File: src/rtl/aibcr3_str_align_pkg.sv
`default_nettype none
// +--------------------------------------------------------------------------+
// | Module   : aibcr3_str_align_pkg                                          |
// | Purpose  : Shared state encoding, counter widths and helpers for the     |
// |            strobe-DLL alignment sequencer.                               |
// | Revision : 1.0  initial release                                          |
// +--------------------------------------------------------------------------+
package aibcr3_str_align_pkg;

  // Width of the lock-wait timeout counter.
  localparam int c_tmo_w   = 12;
  // Width of the relock attempt counter.
  localparam int c_retry_w = 2;

  typedef enum logic [2:0] {
    ST_IDLE   = 3'd0,
    ST_DRST   = 3'd1,
    ST_REQ    = 3'd2,
    ST_WAIT   = 3'd3,
    ST_LOCKED = 3'd4,
    ST_RETRY  = 3'd5,
    ST_FAIL   = 3'd6
  } seq_state_e;

  // A programmed hold length of zero still holds the DLL in reset for one clock.
  function automatic logic [3:0] hold_len(input logic [3:0] cyc);
    return (cyc == 4'd0) ? 4'd1 : cyc;
  endfunction

endpackage
`default_nettype wire

File: src/rtl/aibcr3_sync_bit.sv
`default_nettype none
// +--------------------------------------------------------------------------+
// | Module   : aibcr3_sync_bit                                               |
// | Purpose  : Single-bit flop synchronizer of configurable depth.           |
// | Ports    : clk  - destination clock                                      |
// |            rst  - synchronous active-high reset, clears all stages       |
// |            d_i  - asynchronous input bit                                 |
// |            q_o  - synchronized output (last stage)                       |
// | Revision : 1.0  initial release                                          |
// +--------------------------------------------------------------------------+
module aibcr3_sync_bit #(
  parameter int STAGES = 2
) (
  input  logic clk,
  input  logic rst,
  input  logic d_i,
  output logic q_o
);

  logic [STAGES-1:0] sync_q;

  always_ff @(posedge clk) begin
    if (rst) begin
      sync_q <= '0;
    end else begin
      sync_q <= {sync_q[STAGES-2:0], d_i};
    end
  end

  assign q_o = sync_q[STAGES-1];

endmodule
`default_nettype wire

File: src/rtl/aibcr3_str_align_seq.sv
`default_nettype none
// +--------------------------------------------------------------------------+
// | Module   : aibcr3_str_align_seq                                          |
// | Purpose  : Strobe-DLL alignment sequencer: resets the DLL, requests lock,|
// |            waits with timeout, filters lock glitches, retries, fails.    |
// | Ports    : clk_pll       - sole clock                                    |
// |            sync_rst      - synchronous active-high reset                 |
// |            seq_en        - 1 runs the sequence, 0 returns to IDLE        |
// |            csr_rst_cyc   - DLL reset hold length (0 treated as 1)        |
// |            csr_timeout   - lock wait limit in 2^TO_SHIFT units, 0=never  |
// |            csr_max_retry - relock attempts allowed after the first       |
// |            dll_lock      - asynchronous DLL lock status                  |
// |            code_valid    - synchronous DLL code valid                    |
// |            dll_rst_n     - active-low DLL reset                          |
// |            lock_req      - lock request to the DLL                       |
// |            align_done    - alignment achieved                            |
// |            align_fail    - retries exhausted (sticky)                    |
// |            retry_cnt     - relock attempts used                          |
// |            seq_state     - current state encoding                        |
// | Revision : 1.0  initial release                                          |
// +--------------------------------------------------------------------------+
module aibcr3_str_align_seq
  import aibcr3_str_align_pkg::*;
#(
  parameter int SYNC_STAGES = 2,
  parameter int TO_SHIFT    = 4
) (
  input  logic                 clk_pll,
  input  logic                 sync_rst,
  input  logic                 seq_en,
  input  logic [3:0]           csr_rst_cyc,
  input  logic [7:0]           csr_timeout,
  input  logic [c_retry_w-1:0] csr_max_retry,
  input  logic                 dll_lock,
  input  logic                 code_valid,
  output logic                 dll_rst_n,
  output logic                 lock_req,
  output logic                 align_done,
  output logic                 align_fail,
  output logic [c_retry_w-1:0] retry_cnt,
  output logic [2:0]           seq_state
);

  logic lock_s;

  aibcr3_sync_bit #(
    .STAGES (SYNC_STAGES)
  ) u_lock_sync (
    .clk (clk_pll),
    .rst (sync_rst),
    .d_i (dll_lock),
    .q_o (lock_s)
  );

  seq_state_e           state_q, state_d;
  logic [3:0]           hold_q, hold_d;
  logic [c_tmo_w-1:0]   tmo_q, tmo_d;
  logic                 drop_q, drop_d;
  logic [c_retry_w-1:0] retry_q, retry_d;
  logic                 dll_rst_n_q, dll_rst_n_d;
  logic                 lock_req_q, lock_req_d;
  logic                 align_done_q, align_done_d;
  logic                 align_fail_q, align_fail_d;

  logic [c_tmo_w-1:0]   tmo_limit;
  logic [c_tmo_w-1:0]   tmo_inc;

  assign tmo_limit = c_tmo_w'({{c_tmo_w{1'b0}}, csr_timeout} << TO_SHIFT);
  // Compare against the incremented value so WAIT lasts exactly limit clocks.
  assign tmo_inc   = tmo_q + c_tmo_w'(1);

  always_comb begin
    state_d = state_q;
    hold_d  = hold_q;
    tmo_d   = tmo_q;
    drop_d  = 1'b0;   // drop history only survives while staying in LOCKED
    retry_d = retry_q;

    if (!seq_en) begin
      state_d = ST_IDLE;
      retry_d = '0;
    end else begin
      case (state_q)
        ST_IDLE: begin
          state_d = ST_DRST;
          hold_d  = hold_len(csr_rst_cyc);
        end
        ST_DRST: begin
          if (hold_q <= 4'd1) begin
            state_d = ST_REQ;
          end else begin
            hold_d = hold_q - 4'd1;
          end
        end
        ST_REQ: begin
          state_d = ST_WAIT;
          tmo_d   = '0;
        end
        ST_WAIT: begin
          tmo_d = tmo_inc;
          // Lock takes priority over a coincident timeout.
          if (lock_s && code_valid) begin
            state_d = ST_LOCKED;
          end else if ((csr_timeout != 8'd0) && (tmo_inc == tmo_limit)) begin
            state_d = ST_RETRY;
          end
        end
        ST_LOCKED: begin
          if (!lock_s) begin
            if (drop_q) begin
              state_d = ST_RETRY;
            end else begin
              drop_d = 1'b1;
            end
          end
        end
        ST_RETRY: begin
          if (retry_q < csr_max_retry) begin
            retry_d = (retry_q == '1) ? retry_q : retry_q + c_retry_w'(1);
            state_d = ST_DRST;
            hold_d  = hold_len(csr_rst_cyc);
          end else begin
            state_d = ST_FAIL;
          end
        end
        ST_FAIL: begin
          state_d = ST_FAIL;
        end
        default: begin
          state_d = ST_IDLE;
        end
      endcase
    end

    // Outputs are decoded from the next state so they register with the state.
    dll_rst_n_d  = (state_d == ST_REQ) || (state_d == ST_WAIT) || (state_d == ST_LOCKED);
    lock_req_d   = dll_rst_n_d;
    align_done_d = (state_d == ST_LOCKED);
    align_fail_d = (state_d == ST_FAIL);
  end

  always_ff @(posedge clk_pll) begin
    if (sync_rst) begin
      state_q      <= ST_IDLE;
      hold_q       <= '0;
      tmo_q        <= '0;
      drop_q       <= 1'b0;
      retry_q      <= '0;
      dll_rst_n_q  <= 1'b0;
      lock_req_q   <= 1'b0;
      align_done_q <= 1'b0;
      align_fail_q <= 1'b0;
    end else begin
      state_q      <= state_d;
      hold_q       <= hold_d;
      tmo_q        <= tmo_d;
      drop_q       <= drop_d;
      retry_q      <= retry_d;
      dll_rst_n_q  <= dll_rst_n_d;
      lock_req_q   <= lock_req_d;
      align_done_q <= align_done_d;
      align_fail_q <= align_fail_d;
    end
  end

  assign dll_rst_n  = dll_rst_n_q;
  assign lock_req   = lock_req_q;
  assign align_done = align_done_q;
  assign align_fail = align_fail_q;
  assign retry_cnt  = retry_q;
  assign seq_state  = state_q;

endmodule
`default_nettype wire

File: config.mk
export PLATFORM = sky130hd
export DESIGN_NAME = aibcr3_str_align_seq
export DESIGN_NICKNAME = d
export VERILOG_FILES = /design/src/rtl/aibcr3_str_align_pkg.sv /design/src/rtl/aibcr3_sync_bit.sv /design/src/rtl/aibcr3_str_align_seq.sv
export SDC_FILE = /design/constraint.sdc
export NUM_CORES = 1
export LEC_CHECK = 0
export BUFFER_PORTS_ARGS = -buffer_cell sky130_fd_sc_hd__buf_2
export CAP_MARGIN = 15
export CORE_MARGIN = 8
export CORE_UTILIZATION = 51
export CTS_BUF_LIST = sky130_fd_sc_hd__clkbuf_16
export CTS_CLUSTER_SIZE = 25
export DETAILED_ROUTE_END_ITERATION = 10
export PLACE_DENSITY_LB_ADDON = 0.05
export SLEW_MARGIN = 10
export SYNTH_ARGS = -nofsm -noshare
export SYNTH_HDL_FRONTEND = slang
export SYNTH_SLANG_ARGS = --single-unit
File: constraint.sdc
create_clock -name clk_pll -period 2.1 [get_ports clk_pll]
set_input_delay 0.105 -clock clk_pll [delete_from_list [all_inputs] [get_ports clk_pll]]
set_output_delay 0.105 -clock clk_pll [all_outputs]
set_load 0.02 [all_outputs]
; ---- After elaboration in Yosys (flattened, before gate mapping)
; Cells that the tools add are included.
[word_totals]
reg_bits = 27
out_inout_bits = 9
[op_classes]
magnitude_cmp = 2
n_addsub = 3
n_bitwise = 3
n_mux = 14
reduce_logical = 14
eq_ne = 14
[ops]
columns = cell, count
row1 = one-hot mux 12 bit (2 select lines), 1
row2 = 2-to-1 mux 3 bit, 7
row3 = one-hot mux 3 bit (7 select lines), 1
row4 = "== test 3 bit, second input constant", 5
row5 = "adder 12 x 1 -> 12 bit, second input constant", 1
row6 = == test 12 bit, 1
row7 = "== test 3 x 2 -> 1 bit, second input constant", 4
row8 = 2-to-1 mux 4 bit, 3
row9 = one-hot mux 4 bit (3 select lines), 1
row10 = nonzero test 8 bit, 1
row11 = "less-or-equal comparator 4 x 1 -> 1 bit, second input constant", 1
row12 = zero test 4 bit, 1
row13 = "inequality test 2 bit, second input constant", 2
row14 = AND reduction 4 bit, 1
row15 = OR reduction 4 bit, 1
row16 = "subtractor 4 x 1 -> 4 bit, second input constant", 1
row17 = "== test 3 x 1 -> 1 bit, second input constant", 1
row18 = zero test 3 bit, 1
row19 = inverter 1 bit, 3
row20 = AND reduction 3 bit, 1
row21 = nonzero test 3 bit, 1
row22 = "adder 2 x 1 -> 2 bit, second input constant", 1
row23 = "== test 2 bit, second input constant", 1
row24 = logical AND 1 bit, 2
row25 = other kinds (6), 7

; ---- Logic depth before layout (Yosys ltp)
; Gate-level depths: netlist (run 1).
[logic_depth]
ltp_word = 10
depth_mapped = 9
mapped_depth_nobuf = 9

; ---- Modules after synthesis
; A second synthesis (run 1) with hierarchy kept.
[unflattened]
cells_unflattened = 239
area_unflattened_um2 = 1814.2
[by_module_without_submodules]
columns = module, n_inst, cells_each, area_each_um2, seq_area_each_um2
row1 = aibcr3_str_align_seq, 1, 235, 1761.7, 500.5
row2 = aibcr3_sync_bit, 1, 4, 52.6, 40.0

; ---- Least setup slack after synthesis (run 1)
; No wires, ideal clock.
[synth_path]
path_kind = reg2reg
startpoint = reg tmo_q[0]
endpoint = reg align_fail_q, in the netlist align_fail
arrival_ns = 1.884
setup_ns = 0.116
path_slack_ns = 0.100
stages_incl_launch_ff = 9
required_time_ns = 1.984
cell_sequence = dfxtp_1 ha_1 and4_4 nand4_1 xnor2_1 nor3_4 nand3_1 a22o_1 and3b_1
[synth_between]
elab_chain_len = 8
[synth_rtl]
columns = item, line
row1 = from (decl), aibcr3_str_align_seq.sv:57  ; logic [c_tmo_w-1:0] tmo_q, tmo_d;
row2 = from (signal assigned), aibcr3_str_align_seq.sv:156  ; tmo_q <= tmo_d;
row3 = adder 12 x 1 -> 12 bit, aibcr3_str_align_seq.sv:70  ; assign tmo_inc = tmo_q + c_tmo_w'(1);
row4 = == test 12 bit, aibcr3_str_align_seq.sv:104  ; end else if ((csr_timeout != 8'd0) && (tmo_inc == tmo_limit)) begin
row5 = logical AND 1 bit, aibcr3_str_align_seq.sv:104
row6 = 2-to-1 mux 3 bit, aibcr3_str_align_seq.sv:104
row7 = 2-to-1 mux 3 bit, aibcr3_str_align_seq.sv:102  ; if (lock_s && code_valid) begin
row8 = one-hot mux 3 bit (7 select lines), aibcr3_str_align_seq.sv:83  ; case (state_q)
row9 = 2-to-1 mux 3 bit, aibcr3_str_align_seq.sv:79  ; if (!seq_en) begin
row10 = == test 3 bit, aibcr3_str_align_seq.sv:139  ; align_fail_d = (state_d == ST_FAIL);
row11 = to (signal assigned), aibcr3_str_align_seq.sv:162  ; align_fail_q <= align_fail_d;
row12 = to (decl), aibcr3_str_align_seq.sv:63  ; logic align_fail_q, align_fail_d;
; Every way passes these cells.
; A chain may end at the register's enable or synchronous reset.

; ---- Final worst setup path (run 1)
; Same ends and word-level chain as after synthesis.

==> results.tsv, run 1 <==
stage	metric	value	unit
detailed_routing	route.antenna.remaining_nets	0	
global_routing	grt_first_pass_wirelength	6930	um
critical_path	critical_path.startpoint_type	flip-flop	
timing	final.period_utilization	94.6	%
flow_run	cap_violations	0	
clocking	clock_tree.buffer_depth	2	
clocking	htree_num_levels	1	
die	placeableCoreArea	3310	um^2
clocking	cts_clock_pin_slew_for_the_worst_setup_and_hold_paths	70	ps
run_status	status	finished, final reports clean	
placed_design	port_buffers	27	
timing	clock-skew-final	5.00	ps
critical_path	critPathLaunch	tmo_q[0]$_SDFFE_PP0P_	
die	floorplan.initialDensity	53.0	%
clocking	clock_tree_from_tritoncts	yes	
critical_path	cp_data_arrival_time	2140	ps
critical_path	worstSetupEndpointType	flip-flop	
timing	fmax	503	MHz
timing	drv_slew	0	
placed_design	detailed_place_hpwl	3220	um
global_routing	grt_max_degree	22	
placed_design	gp_congestion	0.903	
timing	unrepaired_setup_endpoints_after_global_routing	true	
detailed_routing	detail_route.iter0.violations	125	
critical_path	setup.worst_path.class	flip-flop to flip-flop	
final_layout	multiInputGateArea	1150	um^2
die	die_h	74.7	um
global_routing	grt_overflow	0	
final_layout	layout.filler_cells	300	
final_layout	regArea	547	um^2
final_layout	final_layout_size_suffix_gt1_share	24.7	%
clocking	hold_buffers	0	
yosys	postSynthRegisterBits	27	
timing	fin_worst_hold_slack	59.3	ps
timing	worstMarginPinSlew	503	ps
power_and_ir_drop	power_density	543	nW/um^2
die	die_width	74.7	um
power_and_ir_drop	power.leakage	0.880	nW
timing	hold_viol_final	0	
final_layout	layout_common_cells	buf_2 (27), nand2_1 (25), nor2_1 (22), dfxtp_1 (22), a21oi_1 (18)	
final_layout	nets	281	
detailed_routing	drt-pass1-iter-count	4	
critical_path	cp-endpoint	align_fail$_SDFF_PP0_	
die	number_of_primary_i_o_pins	28	
detailed_routing	wire_per_inst	14.1	um
detailed_routing	drcViolationCount	0	
detailed_routing	post_drt_via_cell_ratio	5.71	
placed_design	dp_cells	295	
critical_path	critical_path_required	2260	ps
yosys	synth.cell_area	1760	um^2
final_layout	flow.area_growth_from_synthesis	19.5	%
yosys	synth_nets	251	
clocking	cts.sinks	27	
power_and_ir_drop	irDropWorstVdd	0.000258	V
global_routing	first_global_vias	1573	
critical_path	path_max_fanout	5	
yosys	syn_area_per_cell	7.77	um^2
clocking	cts-buffers-inserted	3	
critical_path	register_to_register_path_depth	8	
yosys	synth_cell_type_count	47	
timing	final.setup.tns	0	ps
global_routing	grt_antenna_before_repair	0	
timing	timing.final.crit_period	1990	ps
timing	timing.max_slew.rel_slack	66.2	%
timing	finalSetupViolCount	0	
critical_path	worst_r2r_endpoint	align_fail$_SDFF_PP0_	
min_path	worst_hold_path_type	input pin to flip-flop	
final_layout	layout_commonest_cell	buf_2	
final_layout	antenna_cells_inserted	0	
clocking	worstSkewPairLatency	260	ps
die	rows	21	
yosys	postSynthCellCount	226	
critical_path	critical_path.reg2reg.startpoint	tmo_q[0]$_SDFFE_PP0P_	
critical_path	r2r_slack	110	ps
yosys	synth-seq-area-share	30.8	%
global_routing	track_usage	15.5	%
detailed_routing	vias	1719	
detailed_routing	drt_wl_total	4230	um
final_layout	instances_no_fill	301	
die	die_area	5580	um^2
yosys	yosys_warnings	0	
clocking	clock_tree.root_cell	clkbuf_16	
[routing by layer]
metal / vias to the layer above / track usage, % / share of wire [%]
met1: 821 / 18.9 / 45
li1: 854 / - / -
met5: - / 0 / 0
met2: 42 / 27.2 / 48
met4: 0 / 4.57 / 0.50
met3: 2 / 2.53 / 6.4
[where the power goes]
group / internal [W] / switching (W)
registers: 0.000527 / 0.0000149
logic: 0.0000759 / 0.0000985
clock network: 0.000255 / 0.000168
[worst min-delay path by stage]
stage | start | endpoint | slack [ps] | depth (start not counted)
2_1_floorplan | dll_lock | u_lock_sync.sync_q[0]$_SDFF_PP0_ | 230 | 1
3_3_place_gp | dll_lock | u_lock_sync.sync_q[0]$_SDFF_PP0_ | 310 | 2
6_report | dll_lock | u_lock_sync.sync_q[0]$_SDFF_PP0_ | 60 | 2
5_1_grt | dll_lock | u_lock_sync.sync_q[0]$_SDFF_PP0_ | 70 | 2
4_1_cts | dll_lock | u_lock_sync.sync_q[0]$_SDFF_PP0_ | 50 | 2
3_5_place_dp | dll_lock | u_lock_sync.sync_q[0]$_SDFF_PP0_ | 320 | 2
[state kept, by name (all words and copies together), names as in the netlist]
name / flops
tmo_q: 12
hold_q: 4
seq_state: 3
retry_cnt: 2
u_lock_sync.sync_q: 2
align_done: 1
align_fail: 1
drop_q: 1
lock_req: 1
[per-stage QoR]
stage / total power [W] / setup WS [ps] / cell area (um^2) / utilization [%]
2_1_floorplan: 0.000668 / 100 / 1760 / -
3_3_place_gp: 0.000719 / 113 / 1950 / 59.0
3_5_place_dp: 0.000723 / 35.6 / 1950 / 59.0
4_1_cts: 0.00115 / 24.5 / 2030 / 61.3
5_1_grt: 0.00120 / 5.23 / 2100 / 63.3
6_report: 0.00114 / 113 / 2100 / 63.3
[synth_stat cells, drive strengths merged]
library cell / instances / area share (%)
nor3b: 4 / 1.7
o22ai: 2 / 1.1
a22o: 1 / 0.50
o211a: 1 / 0.57
mux2i: 3 / 1.7
nor4bb: 1 / 0.57
ha: 6 / 4.3
dfxtp: 27 / 31
a2bb2oi: 1 / 0.50
inv: 7 / 1.5
buf: 9 / 3.2
a2111oi: 1 / 0.50
and4: 2 / 1.3
nor2: 22 / 4.7
a21oi: 18 / 5.1
xor3: 1 / 1.4
and2: 2 / 0.71
o21ai: 12 / 3.4
xnor2: 5 / 2.5
or3b: 2 / 1.0
nand2: 25 / 5.3
and3b: 2 / 1.0
clkbuf: 6 / 1.3
nand3: 6 / 1.7
nand2b: 5 / 1.8
or3: 2 / 0.71
or2: 2 / 0.71
nor4: 3 / 1.1
nor3: 12 / 4.3
o21a: 1 / 0.43
a31oi: 6 / 2.1
a311oi: 3 / 1.5
nor2b: 7 / 2.5
and3: 3 / 1.1
xor2: 6 / 3.0
nand4: 3 / 1.1
a211oi: 4 / 2.0
a21o: 2 / 0.86
o221ai: 1 / 0.50
[cell type report]
| class | instances | area share, % |
|---|---|---|
| inverters | 7 | 1.25 |
| well taps | 46 | 2.74 |
| clock buffers | 3 | 3.58 |
| multi-input cells | 177 | 54.7 |
| flip-flops and latches | 27 | 26.1 |
| repair buffers | 40 | 11.5 |
| clock inverters | 1 | 0.179 |
[critical path, stage by stage, from the launching register on]
cell and delay, ps:
dfxtp_2 360, ha_4 160, and4_4 250, nand4_1 180, xnor2_2 210, nor3_4 190
nand3_2 130, a22o_1 230, and3b_1 180
[logic make-up after synthesis]
kind of cell	after synthesis	share of synthesized area (%)
xor gates and xnor gates	12	6.84
AOI/OAI and AO/OA	53	19.1
and+or+nand+nor	103	31.3
DFF	27	30.8
buffers and inverters	22	5.99
adders and majority gates	6	4.28
muxes	3	1.71
[what timing repair did]
item	4_1_cts	5_1_grt
endpoints found under the setup margin	0	7
setup buffers	0	2
endpoints found under the hold margin	0	0
resized for setup	0	13
Note: power is estimated with default switching activity, not from simulation.
==> inputs of run 2 (changes only) <==
--- a/config.mk
+++ b/config.mk
@@ -12,7 +12,7 @@
 export CTS_BUF_LIST = sky130_fd_sc_hd__clkbuf_16
 export CTS_CLUSTER_SIZE = 25
 export DETAILED_ROUTE_END_ITERATION = 10
-export PLACE_DENSITY_LB_ADDON = 0.05
+export PLACE_DENSITY = 0.76
 export SLEW_MARGIN = 10
 export SYNTH_ARGS = -nofsm -noshare
 export SYNTH_HDL_FRONTEND = slang
==> run 2 against run 1 <==
Compared with the run above: first-iteration DRC count rose by 45%; sequential power barely moved; maximum frequency is 1.4% lower; register-to-register slack worse by 30 ps; non-clock buffer count is 3 higher; wire length grew 1.1%; critical path depth unchanged; largest cell class unchanged; final area is 0.36% higher.
==> results.tsv, run 2 (synthesized netlist as in run 1, its figures left out) <==
stage	metric	value	unit	change
critical_path	slowest_stage_delay_on_critical_path	370	ps	about the same
detailed_routing	drt_wl_total	4280	um	+1.1%
final_layout	layout_common_cells	buf_2 (27), nand2_1 (25), nor2_1 (22), dfxtp_1 (22), a21oi_1 (18)		
die	die_width	74.7	um	unchanged
critical_path	critical_path_required	2310	ps	+50 ps
final_layout	largest-register	tmo_q		
critical_path	r2r_slack	80	ps	-30 ps
placed_design	detailed_place_hpwl	3000	um	-6.7%
critical_path	setup.worst_path.class	flip-flop to flip-flop		
detailed_routing	drcViolationCount	0		unchanged
placed_design	gp_congestion	0.896		-0.76%
final_layout	layout_commonest_cell	buf_2		
clocking	cts-buffers-inserted	3		unchanged
critical_path	logic_depth_of_the_worst_path_buffers_included	8		unchanged
critical_path	worst_path_dominant_cell_family	simple AND/OR/NAND/NOR gates		
final_layout	final_layout_size_suffix_gt1_share	25.2	%	+0.49 points
die	number_of_primary_i_o_pins	28		unchanged
timing	worstMarginPinSlew	499	ps	-4.13 ps
final_layout	instances_no_fill	304		+1.0%
clocking	worstSkewPairLatency	260	ps	about the same
critical_path	cp_data_arrival_time	2220	ps	+80 ps
timing	timing.final.crit_period	2020	ps	+28.4 ps
detailed_routing	route.antenna.remaining_nets	0		unchanged
clocking	clock_tree_from_tritoncts	yes		
placed_design	dp_cells	295		unchanged
die	die_h	74.7	um	unchanged
timing	unrepaired_setup_endpoints_after_global_routing	true		
power_and_ir_drop	power.leakage	0.877	nW	-0.43%
min_path	min-delay-start	dll_lock		
critical_path	cp_max_stage_cell	dfxtp_4		
flow_run	cap_violations	0		unchanged
placed_design	port_buffers	27		unchanged
final_layout	largest_register_ff_count	12		unchanged
final_layout	final_design_area_no_fill	2100	um^2	+0.36%
global_routing	grt_max_degree	22		unchanged
min_path	worst_hold_path_type	input pin to flip-flop		
detailed_routing	detail_route.iter0.violations	181		+45%
min_path	worst_hold_path_depth	2		unchanged
timing	clock-skew-final	2.47	ps	-2.53 ps
critical_path	worst_r2r_endpoint	align_fail$_SDFF_PP0_		
power_and_ir_drop	irDropWorstVdd	0.000311	V	+20%
final_layout	nets	284		+1.1%
timing	drv_slew	0		unchanged
clocking	cts_clock_pin_slew_for_the_worst_setup_and_hold_paths	70	ps	about the same
detailed_routing	vias	1732		+0.76%
detailed_routing	wire_per_inst	14.1	um	+0.11%
placed_design	place_area	1950	um^2	unchanged
die	placeableCoreArea	3310	um^2	unchanged
global_routing	track_usage	16.4	%	+0.88 points
critical_path	crit_buf_inv	1		+1
run_status	status	finished, final reports clean		
final_layout	antenna_cells_inserted	0		unchanged
timing	finalSetupViolCount	0		unchanged
timing	timing.max_slew.rel_slack	66.5	%	+0.28 points
timing	hold_viol_final	0		unchanged
critical_path	critical_path.startpoint_type	flip-flop		
critical_path	crit_path_cell_trace	buf_6 > and4_4 > nand4_1 > mux2i_2 > nor3_2 > nand3_1 > a211oi_2 > and3b_1		
global_routing	grt_overflow	0		unchanged
timing	fmax	496	MHz	-1.4%
critical_path	path_max_fanout	3		-2
clocking	cts.sinks	27		unchanged
clocking	clock_tree.root_cell	clkbuf_16		
critical_path	worstSetupEndpointType	flip-flop		
critical_path	register_to_register_path_depth	8		unchanged
clocking	clock_tree.buffer_depth	2		unchanged
global_routing	grt_antenna_before_repair	0		unchanged
final_layout	flow.area_growth_from_synthesis	19.9	%	
global_routing	grt_first_pass_wirelength	7290	um	+5.3%
global_routing	first_global_vias	1662		+5.7%
die	floorplan.initialDensity	53.0	%	unchanged
detailed_routing	post_drt_via_cell_ratio	5.70		-0.24%
min_path	hold-path-endpoint	u_lock_sync.sync_q[0]$_SDFF_PP0_		
detailed_routing	drt-pass1-iter-count	4		unchanged
power_and_ir_drop	power_density	549	nW/um^2	+1.0%
timing	final.period_utilization	96.0	%	+1.4 points
critical_path	critical_path.reg2reg.startpoint	tmo_q[0]$_SDFFE_PP0P_		
die	rows	21		unchanged
clocking	htree_num_levels	1		unchanged
die	die_area	5580	um^2	unchanged
[run 2: worst register-to-register path: stages (launching register included)]
cell and delay [ps]:
dfxtp_4 370, buf_6 100, and4_4 210, nand4_1 190, mux2i_2 230, nor3_2 230, nand3_1 140, a211oi_2 310
and3b_1 190
[run 2: what timing repair did]
item,4_1_cts,5_1_grt
buffers inserted,0,5
gates resized for setup,0,11
endpoints found under the setup margin,0,4
hold buffers,0,0
[run 2: cell type report]
type                       count  area (um^2)
fill                         289         1210
multi-input combinational    177         1130
sequential                    27          549
timing repair buffer          43          263
clock buffer                   3         75.1
tap                           46         57.6
inverter                       7         26.3
clock inverter                 1         7.51
[run 2: metrics by stage]
stage               utilization, %  worst slack (ps)  hold WS, ps  TNS (ps)  total power [W]
global placement              59.0               142          314         0         0.000715
detailed placement            59.0              66.6          319         0         0.000718
global route                  63.6             -17.6         60.7     -17.6          0.00122
finish                        63.6              85.0         51.0         0          0.00115
CTS                           61.5              54.0         47.4         0          0.00116
floorplan                        -               100          233         0         0.000668
[run 2: worst max-delay path by stage]
stage                     startpoint               endpoint
2_1_floorplan  tmo_q[0]$_SDFFE_PP0P_  align_fail$_SDFF_PP0_
3_3_place_gp   tmo_q[0]$_SDFFE_PP0P_  align_fail$_SDFF_PP0_
3_5_place_dp   tmo_q[0]$_SDFFE_PP0P_  align_fail$_SDFF_PP0_
4_1_cts        tmo_q[0]$_SDFFE_PP0P_  align_fail$_SDFF_PP0_
5_1_grt        tmo_q[0]$_SDFFE_PP0P_  align_fail$_SDFF_PP0_
6_report       tmo_q[0]$_SDFFE_PP0P_  align_fail$_SDFF_PP0_
[run 2: layer usage]
metal / track usage [%] / up-vias / wire [um]
met3: 2.53 / 12 / 234
met5: 0 / - / 0
met4: 9.57 / 0 / 125
met1: 20.3 / 794 / 1930
met2: 26.3 / 57 / 1990
li1: - / 869 / -
[run 2: where the power goes]
part / switching [W] / internal, W / leakage, nW
Combinational: 0.0000973 / 0.0000734 / 0.617
Sequential: 0.0000146 / 0.000525 / 0.222
Clock: 0.000185 / 0.000259 / 0.0371
Total: 0.000297 / 0.000858 / 0.877
==> inputs of run 3 (changes only) <==
--- a/config.mk
+++ b/config.mk
@@ -13,6 +13,7 @@
 export CTS_CLUSTER_SIZE = 25
 export DETAILED_ROUTE_END_ITERATION = 10
 export PLACE_DENSITY = 0.76
+export RECOVER_POWER = 50
 export SLEW_MARGIN = 10
 export SYNTH_ARGS = -nofsm -noshare
 export SYNTH_HDL_FRONTEND = slang
==> run 3 against run 2 <==
Compared with the run above: sequential share of layout area increased by 0.14 points; largest cell class unchanged; clock skew about the same; die area did not move; largest power group unchanged; first-iteration DRC count decreased by 17%; core utilization fell by 0.34 points; maximum frequency fell by 0.48%; critical path type unchanged; power decreased by 0.13%; final area fell by 0.54%; final cell count stayed put; highest routed layer unchanged.
==> results.tsv, run 3 (synthesized netlist as in run 1, its figures left out) <==
stage	metric	value	unit	change
run_status	status	finished, final reports clean		
min_path	worst_hold_path_type	input pin to flip-flop		
global_routing	grt_overflow	0		unchanged
clocking	hold_buffers	0		unchanged
timing	worstMarginPinSlew	931	ps	+432 ps
final_layout	nets	284		unchanged
global_routing	grtUsageMet2	26.3	%	unchanged
die	placeableCoreArea	3310	um^2	unchanged
clocking	cts_clock_pin_slew_for_the_worst_setup_and_hold_paths	70	ps	about the same
detailed_routing	drt-pass1-iter-count	4		unchanged
final_layout	largest_register_ff_count	12		unchanged
timing	fin_worst_hold_slack	49.5	ps	-1.55 ps
critical_path	worstSetupEndpointType	flip-flop		
global_routing	track_usage	16.4	%	unchanged
timing	unrepaired_setup_endpoints_after_global_routing	true		
detailed_routing	wire_per_inst	14.1	um	about the same
placed_design	gp_congestion	0.896		unchanged
timing	finalSetupViolCount	0		unchanged
global_routing	grt_max_degree	22		unchanged
critical_path	critical_path.startpoint_type	flip-flop		
critical_path	cp_data_arrival_time	2230	ps	about the same
detailed_routing	drcViolationCount	0		unchanged
detailed_routing	route.antenna.remaining_nets	0		unchanged
die	rows	21		unchanged
timing	final.period_utilization	96.4	%	+0.46 points
die	floorplan.initialDensity	53.0	%	unchanged
global_routing	grt_busiest_layer	met2		
critical_path	setup.worst_path.class	flip-flop to flip-flop		
global_routing	grt_antenna_before_repair	0		unchanged
final_layout	antenna_cells_inserted	0		unchanged
global_routing	grt_first_pass_wirelength	7290	um	unchanged
clocking	clock_tree.root_cell	clkbuf_16		
placed_design	detailed_place_hpwl	3000	um	unchanged
final_layout	largest-register	tmo_q		
timing	fmax	494	MHz	-0.48%
clocking	worstSkewPairLatency	260	ps	about the same
detailed_routing	drt_wl_total	4280	um	about the same
critical_path	path_max_fanout	3		unchanged
global_routing	global_route.usage.met3	2.53	%	unchanged
global_routing	first_global_vias	1662		unchanged
critical_path	critical_path_required	2310	ps	about the same
detailed_routing	detail_route.iter0.violations	151		-17%
clocking	htree_num_levels	1		unchanged
die	number_of_primary_i_o_pins	28		unchanged
final_layout	flow.area_growth_from_synthesis	19.2	%	
power_and_ir_drop	power_density	551	nW/um^2	+0.40%
clocking	clock_tree.buffer_depth	2		unchanged
clocking	clock_tree_from_tritoncts	yes		
power_and_ir_drop	irDropWorstVdd	0.000312	V	+0.15%
clocking	cts.sinks	27		unchanged
timing	timing.max_slew.rel_slack	37.9	%	-29 points
global_routing	met1_usage	20.3	%	unchanged
placed_design	dp_cells	295		unchanged
final_layout	layout_commonest_cell	nand2_1		
final_layout	final_layout_size_suffix_gt1_share	21.7	%	-3.5 points
timing	drv_slew	0		unchanged
die	die_area	5580	um^2	unchanged
final_layout	instances_no_fill	304		unchanged
flow_run	cap_violations	0		unchanged
placed_design	port_buffers	27		unchanged
final_layout	layout_common_cells	nand2_1 (25), nor2_1 (22), dfxtp_1 (22)		
timing	clock-skew-final	2.63	ps	+0.160 ps
clocking	cts-buffers-inserted	3		unchanged
die	die_h	74.7	um	unchanged
timing	hold_viol_final	0		unchanged
power_and_ir_drop	power.leakage	0.840	nW	-4.2%
detailed_routing	vias	1742		+0.58%
die	die_width	74.7	um	unchanged
detailed_routing	post_drt_via_cell_ratio	5.73		+0.58%
timing	timing.final.crit_period	2020	ps	+9.70 ps
run 3: through the flow:
step           setup TNS (ps)  worst slack [ps]  cell area, um^2  power, W  util [%]
5_1_grt                 -17.6             -17.6             2090   0.00121      63.2
2_1_floorplan               0               100             1760  0.000668         -
3_5_place_dp                0              66.6             1950  0.000718      59.0
6_report                    0              75.3             2090   0.00115      63.2
4_1_cts                     0              54.0             2030   0.00116      61.5
3_3_place_gp                0               142             1950  0.000715      59.0
run 3: metal layers:
metal  vias up  part of all wire, %
li1        871                    -
met5         -                    0
met3        12                  6.9
met1       792                   44
met4         0                  2.9
met2        67                   46
run 3: worst paths after layout:
check                           cells after the start             startpoint                                to  slack [ps]
worst max register to register                      8  tmo_q[0]$_SDFFE_PP0P_             align_fail$_SDFF_PP0_          80
worst max-delay path                                8  tmo_q[0]$_SDFFE_PP0P_             align_fail$_SDFF_PP0_          80
worst min-delay path                                2               dll_lock  u_lock_sync.sync_q[0]$_SDFF_PP0_          50
worst min register to register                      1      drop_q$_SDFF_PP0_                 drop_q$_SDFF_PP0_         430
run 3: critical path, stage by stage, from the launching register on:
cell	delay (ps)
dfxtp_4	370
buf_6	100
and4_4	210
nand4_1	190
mux2i_2	230
nor3_2	230
nand3_1	140
a211oi_2	310
and3b_1	190
run 3: layout make-up:
type | instances | area (um^2)
Clock buffer | 3 | 75.1
Clock inverter | 1 | 7.51
Fill cell | 295 | 1220
Inverter | 7 | 26.3
Multi-Input combinational cell | 177 | 1130
Sequential cell | 27 | 549
Tap cell | 46 | 57.6
Timing Repair Buffer | 43 | 251
run 3: what timing repair did:
action | CTS | global route
setup endpoints to repair | 0 | 4
setup buffers | 0 | 5
resized for setup | 0 | 11
run 3: report_power, final:
group	switching, W	internal (W)	leakage [nW]
registers	0.0000149	0.000525	0.222
clock network	0.000185	0.000259	0.0371
logic	0.0000974	0.0000713	0.581
